[src/rtl/run_controller.sv]
// Run/halt controller for the pipelined core: sequences core reset, gates execution
// (free-run or single-step), counts executed cycles, detects halt and watchdog timeout.
module run_controller #(
   parameter int unsigned                OP_WIDTH     = 6,
   parameter logic [OP_WIDTH-1:0]        HALT_OP      = 6'b111111,
   parameter int unsigned                CNT_WIDTH    = 32,
   parameter int unsigned                RESET_CYCLES = 4,
   parameter int unsigned                TIMEOUT      = 0
) (
   input  logic                 sysclk,
   input  logic                 rstd,
   input  logic                 start,
   input  logic                 step_mode,
   input  logic                 step,
   input  logic [OP_WIDTH-1:0]  op,
   output logic                 core_rst,
   output logic                 core_en,
   output logic [CNT_WIDTH-1:0] count,
   output logic                 running,
   output logic                 halted,
   output logic                 timed_out,
   output logic                 done
);

   localparam int unsigned RstW = (RESET_CYCLES > 1) ? $clog2(RESET_CYCLES) : 1;
   localparam logic [RstW-1:0] RstLast = RstW'(RESET_CYCLES - 1);
   localparam bit WdogEn = (TIMEOUT != 0);
   localparam logic [CNT_WIDTH-1:0] WdogLast = CNT_WIDTH'(TIMEOUT - 1);

   typedef enum logic [1:0] {StSeq, StRun, StHalt, StTimeout} state_e;

   state_e               state_q, state_d;
   logic [RstW-1:0]      rst_cnt_q, rst_cnt_d;
   logic [CNT_WIDTH-1:0] count_q, count_d;
   logic                 done_q, done_d;

   always_ff @(posedge sysclk or posedge rstd) begin
      if (rstd) begin
         state_q   <= StSeq;
         rst_cnt_q <= '0;
         count_q   <= '0;
         done_q    <= 1'b0;
      end else begin
         state_q   <= state_d;
         rst_cnt_q <= rst_cnt_d;
         count_q   <= count_d;
         done_q    <= done_d;
      end
   end

   always_comb begin
      state_d   = state_q;
      rst_cnt_d = rst_cnt_q;
      count_d   = count_q;
      done_d    = 1'b0;
      core_rst  = 1'b0;
      core_en   = 1'b0;
      running   = 1'b0;
      halted    = 1'b0;
      timed_out = 1'b0;
      unique case (state_q)
         StSeq: begin
            core_rst = 1'b1;
            if (rst_cnt_q == RstLast) begin
               rst_cnt_d = '0;
               state_d   = StRun;
            end else begin
               rst_cnt_d = rst_cnt_q + 1'b1;
            end
         end
         StRun: begin
            running = 1'b1;
            core_en = ~step_mode | step;
            if (core_en) begin
               count_d = count_q + 1'b1;
               // Halt wins over the watchdog when both fire on the same cycle.
               if (op == HALT_OP) begin
                  state_d = StHalt;
                  done_d  = 1'b1;
               end else if (WdogEn && (count_q == WdogLast)) begin
                  state_d = StTimeout;
                  done_d  = 1'b1;
               end
            end
         end
         StHalt, StTimeout: begin
            halted    = (state_q == StHalt);
            timed_out = (state_q == StTimeout);
            if (start) begin
               state_d   = StSeq;
               count_d   = '0;
               rst_cnt_d = '0;
            end
         end
         default: state_d = StSeq;
      endcase
   end

   assign count = count_q;
   assign done  = done_q;

endmodule

[config.mk]
export PLATFORM = sky130hd
export DESIGN_NAME = run_controller
export DESIGN_NICKNAME = d
export VERILOG_FILES = /design/src/rtl/run_controller.sv
export SDC_FILE = /design/constraint.sdc
export NUM_CORES = 1
export LEC_CHECK = 0
export BUFFER_PORTS_ARGS = -buffer_cell sky130_fd_sc_hd__buf_2
export CORE_MARGIN = 3
export CORE_UTILIZATION = 45
export CTS_CLUSTER_SIZE = 14
export DETAILED_ROUTE_END_ITERATION = 8
export GPL_ROUTABILITY_DRIVEN = 0
export MAX_ROUTING_LAYER = met4
export PLACE_DENSITY = 0.69
export SKIP_LAST_GASP = 1
export SLEW_MARGIN = 10
export SYNTH_ARGS = -nofsm -noshare
export SYNTH_HDL_FRONTEND = slang
export SYNTH_SLANG_ARGS = --single-unit
[constraint.sdc]
create_clock -name sysclk -period 5.7 [get_ports sysclk]
set_input_delay 0.855 -clock sysclk [delete_from_list [all_inputs] [get_ports sysclk]]
set_output_delay 0.855 -clock sysclk [all_outputs]
set_load 0.1 [all_outputs]
**Word level (Yosys, flattened, before mapping)**

Index checks and enable logic that the tools add are counted.

- Register bits: 37
- Input bits: 11
- Output and inout port bits: 38
- Word-level logic and storage cells: 42

- $add $sub $neg: 2
- Equal/unequal tests: 9
- Mux-type cells: 18
- Bitwise logic cells: 2
- Reductions and logical operators: 7

Operators by type and width:

| cell | number |
|---|---|
| $mux W32 | 2 |
| $pmux W32 S2 | 1 |
| $add A32 B1 Y32 const B | 1 |
| $mux W2 | 5 |
| $mux W1 | 8 |
| $ne A2 B2 Y1 const B | 4 |
| $eq A2 B2 Y1 const B | 3 |
| $eq A6 B6 Y1 const B | 1 |
| $pmux W2 S3 | 1 |
| $pmux W2 S2 | 1 |
| $reduce_and A4 Y1 | 1 |
| $reduce_bool A2 Y1 | 2 |
| $reduce_and A3 Y1 | 1 |
| $add A2 B1 Y2 const B | 1 |
| $eq A2 B1 Y1 const B | 1 |
| $logic_not A2 Y1 | 1 |
| $reduce_and A2 Y1 | 1 |
| $reduce_or A2 Y1 | 1 |
| $not A1 Y1 | 1 |
| $or A1 B1 Y1 | 1 |

**Longest topological paths before layout**

Gate-level depths: netlist of the first run.

- Word-level depth: 4
- Mapped depth: 8
- Depth with buffers taken out: 6

**Worst setup path before layout of the first run**

OpenSTA, ideal clock, no wires.

- Kind: input-to-output
- Start point: input step_mode
- End point: output core_en
- Data arrival time: 2.433 ns
- Required time: 4.845 ns
- Path slack: 2.412 ns
- Cell stages on the path: 2
- Path buffers: 0
- Cells stage by stage: nor2b_1 -> nor2_1

- Cells in the longest elaborated chain, start to end: 3

Ends and longest elaborated chain:

| what | line | RTL |
|---|---|---|
| start: declaration | 13 | `input logic step_mode,` |
| $not A1 Y1 | 73 | `core_en = ~step_mode \| step;` |
| $or A1 B1 Y1 | 73 |  |
| $mux W1 | 61 | `unique case (state_q)` |
| end: declaration | 17 | `output logic core_en,` |

No other way between the ends.

**Worst setup path after layout of the first run**

Ends and elaborated chain as after synthesis.

==> run_results.csv, run 1 <==
group,metric,value,unit
status,status,"complete, no violations",
worst_hold_path,min_to,"rst_cnt_q[1]",
clock_tree,cts_tree,"done",
sta,hold_viol,0,
sta,skew,5.55,ps
sta,grt_setup_unrepaired,"no",
worst_setup_path,r2r-start,"state_q[1]",
place,pre_cts_slack,2940,ps
final_layout,fill_cells,381,
global_routing,use_met3,0.0429,
global_routing,met1_usage,0.228,
sta,worstMarginPinSlew,1030,ps
detailed_routing,wire_per_inst,13.8,um
final_layout,syn2layout_area_growth,17.6,%
sta,whs,511,ps
worst_setup_path,crit_arrival,1910,ps
logic_synthesis,syn-num-nets,225,
detailed_routing,drtPass1Iterations,4,
floorplanning,num_rows,23,
detailed_routing,drt_iter0_drc,112,
logic_synthesis,yosysWarnings,0,
clock_tree,htree_levels,2,
global_routing,track_usage,0.188,
logic_synthesis,syn_area,1960,um2
sta,fmax,0.362,GHz
worst_setup_path,required,4850,ps
sta,finalCritPeriodShare,0.485,
detailed_routing,routed_via_density,5.67,
detailed_routing,drc_errors,0,
global_routing,antenna_found_initial,0,
logic_synthesis,synth.distinct_cells,34,
logic_synthesis,netlist_instances,212,
logic_synthesis,avgSynthCellArea,9.27,um2
pwr,power.leakage,1.10,nW
worst_setup_path,crit_type,"input pin to output pin",
logic_synthesis,ys_seq_elements,37,
place,dpl-instance-area,2220,um2
floorplanning,fp.dieH,72.1,um
sta,drv_slew,0,
detailed_routing,drt_wl_total,4.23,mm
clock_tree,ctsResizeCount,0,
worst_hold_path,hp-start,"rst_cnt_q[1]",
clock_tree,cts_buffers,5,
final_layout,final_layout_size_suffix_gt1_frac,0.230,
global_routing,grt_pass1_vias,1678,
worst_setup_path,regToRegEndpoint,"count[30]",
sta,fin_ws,2940,ps
floorplanning,io_pins,49,
clock_tree,root_buffer,"clkbuf_8",
clock_tree,hold_buffers,0,
clock_tree,insertion_delay,290,ps
worst_setup_path,ff2ff_path_depth,5,
floorplanning,die_w,72.1,um
sta,setup_violations,0,
global_routing,grt_pass1_wl,7.58,mm
worst_hold_path,hold_path.class,"flop to flop",
sta,relSlewSlack,0.311,
pwr,ir_drop,542,uV
detailed_routing,vias,1740,
logic_synthesis,ys_seq_area_frac,0.471,
clock_tree,cts_setup_buffers,0,
run,maxCapViolCount,0,
global_routing,grt_use_met2,0.309,
final_layout,antenna_cells,0,
worst_setup_path,cp_max_fo,6,
place,io_buffers,48,
floorplanning,die-area,5190,um2
clock_tree,clock_sinks,37,
floorplanning,core_area,4120,um2
final_layout,final_net_count,270,
floorplanning,start_util,0.477,
worst_setup_path,r2r_setup_slack,3290,ps
place,hpwl,2.93,mm
global_routing,busiest_layer,"met2",
detailed_routing,final_antenna_net_count,0,
sta,tns,0,ps
sta,fin_crit,2760,ps
clock_tree,clockBufferDepth,2,
pwr,p_per_area,406,nW/um2
clock_tree,clk_pin_slew,70,ps
global_routing,grt_max_degree,38,
worst_setup_path,endpoint_kind,"output pin",
final_layout,final_area,2310,um2
worst_hold_path,holdPathStages,2,
global_routing,overflow,0,
worst_setup_path,critPathLaunchType,"input pin",
[kinds of logic (layout without fill, tap and decap cells)]
family | after synthesis | in the layout | synth area share
buffers and inverters | 15 | 60 | 0.0331
flip-flops | 37 | 37 | 0.471
adder cells (fa/ha/maj) | 2 | 2 | 0.0127
multiplexers | 1 | 1 | 0.00510
AO/OA/AOI/OAI | 42 | 42 | 0.132
XOR/XNOR | 13 | 13 | 0.0580
AND/OR/NAND/NOR | 102 | 102 | 0.288
[worst max-delay path, cell delays in order]
cell,delay [ps]
buf_2,90
nor2b_1,160
nor2_1,300
buf_2,500
[layout by cell type, fill, tap and decap left out, types with 4 or more instances in the layout]
cell type	netlist	final
and2_1	5	5
or3_1	7	7
nand2b_1	6	6
clkbuf_8	0	6
nand2_1	18	18
o31ai_1	7	7
nand4_1	16	16
o21ai_0	11	11
xor2_1	10	10
buf_2	4	48
and3_1	5	5
nand3_1	8	8
inv_1	4	4
dfrtp_1	37	37
or4_1	7	7
nor2_1	18	18
a21oi_1	15	15
[flip-flops by register name, summed over array words and instances, names as in the netlist]
| name | cells |
|---|---|
| rst_cnt_q | 2 |
| count | 32 |
| done | 1 |
| state_q | 2 |
[worst max-delay path by stage]
stage / depth (start not counted) / to / startpoint / slack [ps]
2_1_floorplan: 2 / core_en / step_mode / 2410
6_report: 4 / core_en / step_mode / 2940
3_5_place_dp: 4 / core_en / step_mode / 2940
5_1_grt: 4 / core_en / step_mode / 2840
4_1_cts: 4 / core_en / step_mode / 2930
3_3_place_gp: 4 / core_en / step_mode / 2960
[power by group]
group | switching, W | leakage, nW | internal, W | total, W
Clock | 0.0000877 | 0.0443 | 0.0000959 | 0.000184
Sequential | 0.0000460 | 0.496 | 0.000298 | 0.000344
Combinational | 0.000336 | 0.561 | 0.0000750 | 0.000411
Total | 0.000470 | 1.10 | 0.000469 | 0.000939
[Yosys cell counts]
master | n | area, um2
o21ai_2 | 1 | 8.76
buf_1 | 1 | 3.75
xnor2_1 | 3 | 26.3
buf_4 | 1 | 7.51
o311ai_0 | 3 | 26.3
dfrtp_1 | 37 | 926
and3_1 | 5 | 31.3
buf_2 | 4 | 20.0
nand2b_1 | 6 | 37.5
o31ai_1 | 7 | 52.6
or3_1 | 7 | 43.8
nor3_1 | 3 | 15.0
o21ai_0 | 11 | 55.1
nor4_1 | 1 | 6.26
or4_1 | 7 | 52.6
nand3_1 | 8 | 40.0
ha_1 | 2 | 25.0
nand4_1 | 16 | 100
and4_1 | 3 | 26.3
inv_1 | 4 | 15.0
a21oi_1 | 15 | 75.1
o22ai_1 | 1 | 6.26
nand2_1 | 18 | 67.6
xor2_1 | 10 | 87.6
a22o_1 | 1 | 8.76
nor2_1 | 18 | 67.6
clkbuf_1 | 5 | 18.8
nand3_4 | 1 | 17.5
nor2b_1 | 3 | 18.8
and2_1 | 5 | 31.3
a31o_2 | 1 | 8.76
mux2i_1 | 1 | 10.0
nand3_2 | 1 | 10.0
o41ai_1 | 2 | 17.5
[through the flow]
step | std cells | power [W] | utilization
after global placement | 300 | 0.000759 | 0.541
after detailed placement | 300 | 0.000761 | 0.541
after floorplan | 212 | 0.000696 | -
final | 307 | 0.000939 | 0.562
after CTS | 307 | 0.000946 | 0.562
after global routing | 307 | 0.000990 | 0.562
[layer usage]
metal  part of all wire  routed length, um
met5                  0                  0
met2               0.48               2040
met4              0.014                 61
met1               0.45               1910
met3              0.051                214
[layout make-up]
cell class | instances | area (um2) | share of cell area
clock buffer | 7 | 86.3 | 0.0374
sequential | 37 | 926 | 0.401
timing repair buffer | 49 | 248 | 0.107
tap | 50 | 62.6 | 0.0271
multi-input combinational | 160 | 973 | 0.421
inverter | 4 | 15.0 | 0.00650
Power figures use the tool's default switching activity.
==> run 2, diff against run 1 <==
Settings changed: ABC_AREA set to 1, PLACE_DENSITY 0.69 to 0.71.
Clock period 5.7 ns to 2.3 ns, I/O delays scaled along.
==> run_results.csv, run 2 <==
group,metric,value,unit
floorplanning,die_w,76.5,um
detailed_routing,drc_errors,0,
detailed_routing,drt_iter0_drc,105,
logic_synthesis,yosysWarnings,0,
final_layout,final_common_cell,"nand2_1",
worst_setup_path,cp_max_fo,5,
logic_synthesis,synth_flop_cell,"dfrtp_1",
final_layout,syn2layout_area_growth,18.4,%
logic_synthesis,ys_async_sr_fraction,1.00,
worst_setup_path,crit_chain,"nor2_4 -> nand2_4 -> inv_1 -> buf_2",
place,numPlacedInstances,415,
sta,tns,0,ps
worst_setup_path,crit_arrival,1560,ps
detailed_routing,met2_length,2.59,mm
clock_tree,insertion_delay,290,ps
logic_synthesis,synth_top_area_cell,"dfrtp_1",
worst_setup_path,required,1960,ps
place,hpwl,3.88,mm
sta,finalCritPeriodShare,0.828,
worst_setup_path,endpoint_kind,"output pin",
worst_setup_path,critPathLaunchType,"flop",
final_layout,multi_input_area,1150,um2
status,status,"complete, no violations",
clock_tree,clockBufferDepth,2,
floorplanning,num_rows,25,
pwr,p_per_area,999,nW/um2
sta,drv_slew,0,
worst_setup_path,cpPeakStageDelay,480,ps
logic_synthesis,ys_seq_area_frac,0.415,
logic_synthesis,ys_seq_elements,37,
worst_setup_path,crit_slowest_cell,"dfrtp_1",
final_layout,regArea,926,um2
detailed_routing,wl_met3,254,um
run,maxCapViolCount,0,
logic_synthesis,synth-edff-count,0,
worst_setup_path,cp_top_family,"buffers and inverters",
final_layout,final_cells,423,
detailed_routing,vias,2063,
worst_hold_path,hold_path.class,"input pin to asynchronous set/reset pin",
final_layout,final_layout_size_suffix_gt1_frac,0.244,
worst_setup_path,crit_type,"flop to output pin",
sta,fin_ws,397,ps
final_layout,antenna_cells,0,
global_routing,grt_pass1_vias,2028,
detailed_routing,routed_via_density,4.88,
global_routing,overflow,0,
sta,fmax,0.525,GHz
place,pre_cts_slack,637,ps
clock_tree,cts_tree,"done",
final_layout,final_net_count,368,
sta,skew,8.07,ps
floorplanning,io_pins,49,
clock_tree,clock_sinks,37,
detailed_routing,drt_wl_total,5.19,mm
clock_tree,ctsResizeCount,0,
sta,whs,135,ps
logic_synthesis,synth_common_cells,"nand2_1, nor2_1, dfrtp_1",
global_routing,track_usage,0.197,
detailed_routing,top_layer_used,"met4",
clock_tree,cts_setup_buffers,0,
pwr,ir_drop,710,uV
sta,setup_violations,0,
sta,fin_crit,1900,ps
clock_tree,clk_pin_slew,80,ps
worst_setup_path,cp_num_buf_inv,2,
logic_synthesis,netlist_instances,302,
pwr,power.leakage,1.52,nW
detailed_routing,final_antenna_net_count,0,
logic_synthesis,avgSynthCellArea,7.40,um2
detailed_routing,wire_per_inst,12.3,um
clock_tree,cts_buffers,5,
sta,relSlewSlack,0.671,
sta,grt_setup_unrepaired,"no",
sta,hold_viol,0,
worst_setup_path,r2r_setup_slack,630,ps
global_routing,antenna_found_initial,0,
logic_synthesis,syn-num-nets,315,
global_routing,grt_max_degree,38,
logic_synthesis,synth.most_common_cell,"nand2_1",
detailed_routing,drtPass1Iterations,4,
detailed_routing,wl_met1,2.29,mm
clock_tree,htree_levels,2,
final_layout,fill_cells,472,
place,io_buffers,48,
floorplanning,die-area,5840,um2
logic_synthesis,synth.distinct_cells,30,
sta,worstMarginPinSlew,498,ps
logic_synthesis,synth_area_leaders,"dfrtp_1, nand2_1, nor2_1",
logic_synthesis,syn_area,2230,um2
logic_synthesis,synth_top_area_frac,0.415,
clock_tree,hold_buffers,0,
floorplanning,fp.dieH,76.5,um
floorplanning,start_util,0.470,
floorplanning,core_area,4750,um2
global_routing,grt_pass1_wl,9.27,mm
final_layout,layout_common_cells,"nand2_1, nor2_1, buf_2",
final_layout,largest_reg_flops,32,
clock_tree,root_buffer,"clkbuf_8",
final_layout,fin_util,0.556,
[run 2: cell count changes after synthesis, sizes merged, moves of 8 or more]
cell | previous run | this run
inv | 4 | 36
nand2 | 18 | 77
nand3 | 10 | 26
nand4 | 16 | 8
nor2 | 18 | 73
[run 2: cell families (layout without fill, tap and decap cells)]
group	after synthesis	count (layout)	share of synthesized area
AND/OR/NAND/NOR	190	190	0.412
flip-flops	37	37	0.415
buffers and inverters	39	93	0.0711
AO/OA/AOI/OAI	30	30	0.0756
XOR/XNOR	4	4	0.0157
adder cells (fa/ha/maj)	2	2	0.0112
[run 2: worst paths after layout]
| check | startpoint | end | cells past startpoint |
|---|---|---|---|
| worst max-delay path | state_q[1] | core_en | 4 |
| worst min-delay path | rstd | count[31] | 3 |
| worst max register to register | state_q[1] | count[21] | 7 |
| worst min register to register | rst_cnt_q[0] | rst_cnt_q[0] | 1 |
| max in group asynchronous | rstd | count[0] | 3 |
| min in group sysclk | op[3] | done | 3 |
[run 2: power breakdown]
part	total, W	internal, W	switching, W
clock network	0.000509	0.000271	0.000238
registers	0.000878	0.000758	0.000121
logic	0.00126	0.000215	0.00104
total	0.00264	0.00124	0.00140
[run 2: per-stage QoR]
stage	power, W	area (um2)
CTS	0.00266	2650
global route	0.00277	2650
detailed placement	0.00215	2540
finish	0.00264	2650
global placement	0.00213	2540
floorplan	0.00196	2240
[run 2: metal layers]
layer,vias to the layer above,track usage
met4,0,0.0543
met5,-,-
li1,1064,-
met1,947,0.244
met3,7,0.0366
met2,45,0.331
[run 2: worst register-to-register path, delay by kind of cell, from the launching register on]
kind,cells,cell delay [ps]
simple gates,7,1070
flops,1,500
[run 2: cell type report]
class                           instances  area share
Multi-Input combinational cell        226       0.435
Sequential cell                        37       0.350
Timing Repair Buffer                   49      0.0937
Inverter                               36      0.0511
Clock buffer                            7      0.0364
Tap cell                               67      0.0317
Clock inverter                          1     0.00189
==> run 3, diff against run 2 <==
Settings changed: PLACE_DENSITY 0.71 to 0.68.
Clock period 2.3 ns to 1.9 ns, I/O delays scaled along.
==> run_results.csv, run 3 (synthesis gave the netlist of run 2 again) <==
group,metric,value,unit
status,status,"complete, no violations",
sta,relSlewSlack,0.671,
sta,setup_violations,0,
worst_setup_path,cp_max_fo,5,
global_routing,grt_use_met2,0.310,
clock_tree,cts_setup_buffers,0,
place,pre_cts_slack,325,ps
final_layout,largest_reg_flops,32,
place,io_buffers,48,
sta,fin_ws,156,ps
sta,drv_slew,0,
floorplanning,start_util,0.470,
worst_setup_path,required,1620,ps
detailed_routing,drt_wl_total,5.16,mm
sta,worstMarginPinSlew,497,ps
final_layout,final_layout_size_suffix_gt1_frac,0.282,
floorplanning,fp.dieH,76.5,um
floorplanning,core_area,4750,um2
worst_setup_path,startpoint,"state_q[1]",
floorplanning,num_rows,25,
pwr,clkPwrFrac,0.191,
pwr,p_comb_frac,0.476,
pwr,power.switching,0.00168,W
final_layout,final_area,2680,um2
global_routing,overflow,0,
detailed_routing,wire_per_inst,12.1,um
place,hpwl,3.91,mm
pwr,swShare,0.525,
global_routing,grt_pass1_wl,8.97,mm
pwr,power.leakage,1.51,nW
global_routing,grt_pass1_vias,1979,
floorplanning,die-area,5840,um2
worst_setup_path,crit_type,"flop to output pin",
final_layout,syn2layout_area_growth,20.1,%
final_layout,layout_common_cells,"nand2_1, nor2_1, buf_2",
global_routing,antenna_found_initial,0,
place,numPlacedInstances,417,
final_layout,final_common_cell,"nand2_1",
clock_tree,insertion_delay,300,ps
clock_tree,cts_buffers,5,
sta,hold_viol,0,
place,dpl-instance-area,2580,um2
final_layout,final_cells,425,
clock_tree,root_buffer,"clkbuf_8",
detailed_routing,drc_errors,0,
pwr,seqPwrFrac,0.333,
sta,skew,7.06,ps
detailed_routing,drtPass1Iterations,4,
global_routing,busiest_layer,"met2",
worst_setup_path,crit_arrival,1460,ps
pwr,intPower,0.00152,W
final_layout,final_net_count,370,
clock_tree,cts_tree,"done",
floorplanning,io_pins,49,
worst_setup_path,cp-endpoint,"core_en",
run,maxCapViolCount,0,
detailed_routing,routed_via_density,4.86,
detailed_routing,drt_iter0_drc,105,
worst_setup_path,r2r-start,"state_q[1]",
sta,fmax,0.573,GHz
global_routing,track_usage,0.193,
clock_tree,clockBufferDepth,2,
sta,grt_setup_unrepaired,"no",
sta,finalCritPeriodShare,0.918,
final_layout,antenna_cells,0,
worst_setup_path,regToRegEndpoint,"count[26]",
global_routing,grt_max_degree,38,
global_routing,met1_usage,0.249,
sta,whs,86.8,ps
clock_tree,clk_pin_slew,80,ps
worst_setup_path,critPathLaunchType,"flop",
pwr,ir_drop,685,uV
clock_tree,clock_sinks,37,
detailed_routing,vias,2065,
detailed_routing,final_antenna_net_count,0,
sta,fin_crit,1740,ps
worst_hold_path,hold_path.class,"input pin to asynchronous set/reset pin",
worst_setup_path,ff2ff_path_depth,8,
pwr,p_per_area,1200,nW/um2
floorplanning,die_w,76.5,um
final_layout,fill_cells,456,
worst_setup_path,endpoint_kind,"output pin",
worst_setup_path,r2r_setup_slack,320,ps
clock_tree,htree_levels,2,
sta,tns,0,ps
global_routing,use_met3,0.0260,
run 3: final cells by class:
class | count | area (um2) | area share
flip-flops and latches | 37 | 938 | 0.350
multi-input cells | 226 | 1150 | 0.430
well taps | 67 | 83.8 | 0.0313
inverters | 36 | 139 | 0.0518
clock inverters | 1 | 5.00 | 0.00187
repair buffers | 51 | 265 | 0.0989
clock buffers | 7 | 96.3 | 0.0359
run 3: worst max-delay path, stage by stage, from the launching register on:
cell,delay [ps]
dfrtp_1,470
nor2_4,210
nand2_4,90
clkinvlp_4,80
clkbuf_4,320
run 3: what timing repair did:
item | in CTS | in global routing
resized for setup | 0 | 1
hold buffers | 0 | 0
endpoints found under the setup margin | 0 | 1
run 3: power groups by stage:
stage	registers, W	logic, W	clock network [W]
3_5_place_dp	0.00109	0.00153	0
3_3_place_gp	0.00109	0.00153	0
5_1_grt	0.00110	0.00163	0.000659
6_report	0.00107	0.00153	0.000611
4_1_cts	0.00107	0.00153	0.000626
2_1_floorplan	0.00176	0.000632	0
run 3: through the flow:
step                 util  power, W
finish              0.564   0.00321
global route        0.564   0.00338
CTS                 0.563   0.00323
detailed placement  0.542   0.00262
global placement    0.542   0.00261
floorplan               -   0.00239
run 3: worst min path at each step:
stage / startpoint / to / slack [ps] / cells past startpoint
CTS: rstd / count[23] / 110 / 3
detailed placement: rstd / rst_cnt_q[1] / 430 / 3
finish: rstd / count[23] / 90 / 3
global placement: rstd / count[31] / 430 / 3
floorplan: rstd / count[10] / 460 / 1
global route: rstd / rst_cnt_q[0] / 130 / 3
run 3: metal layers:
layer  vias to the layer above  share of wire
met2                        36           0.48
met3                         7          0.029
met1                       954           0.47
li1                       1068              -
met4                         0          0.017
met5                         -              0
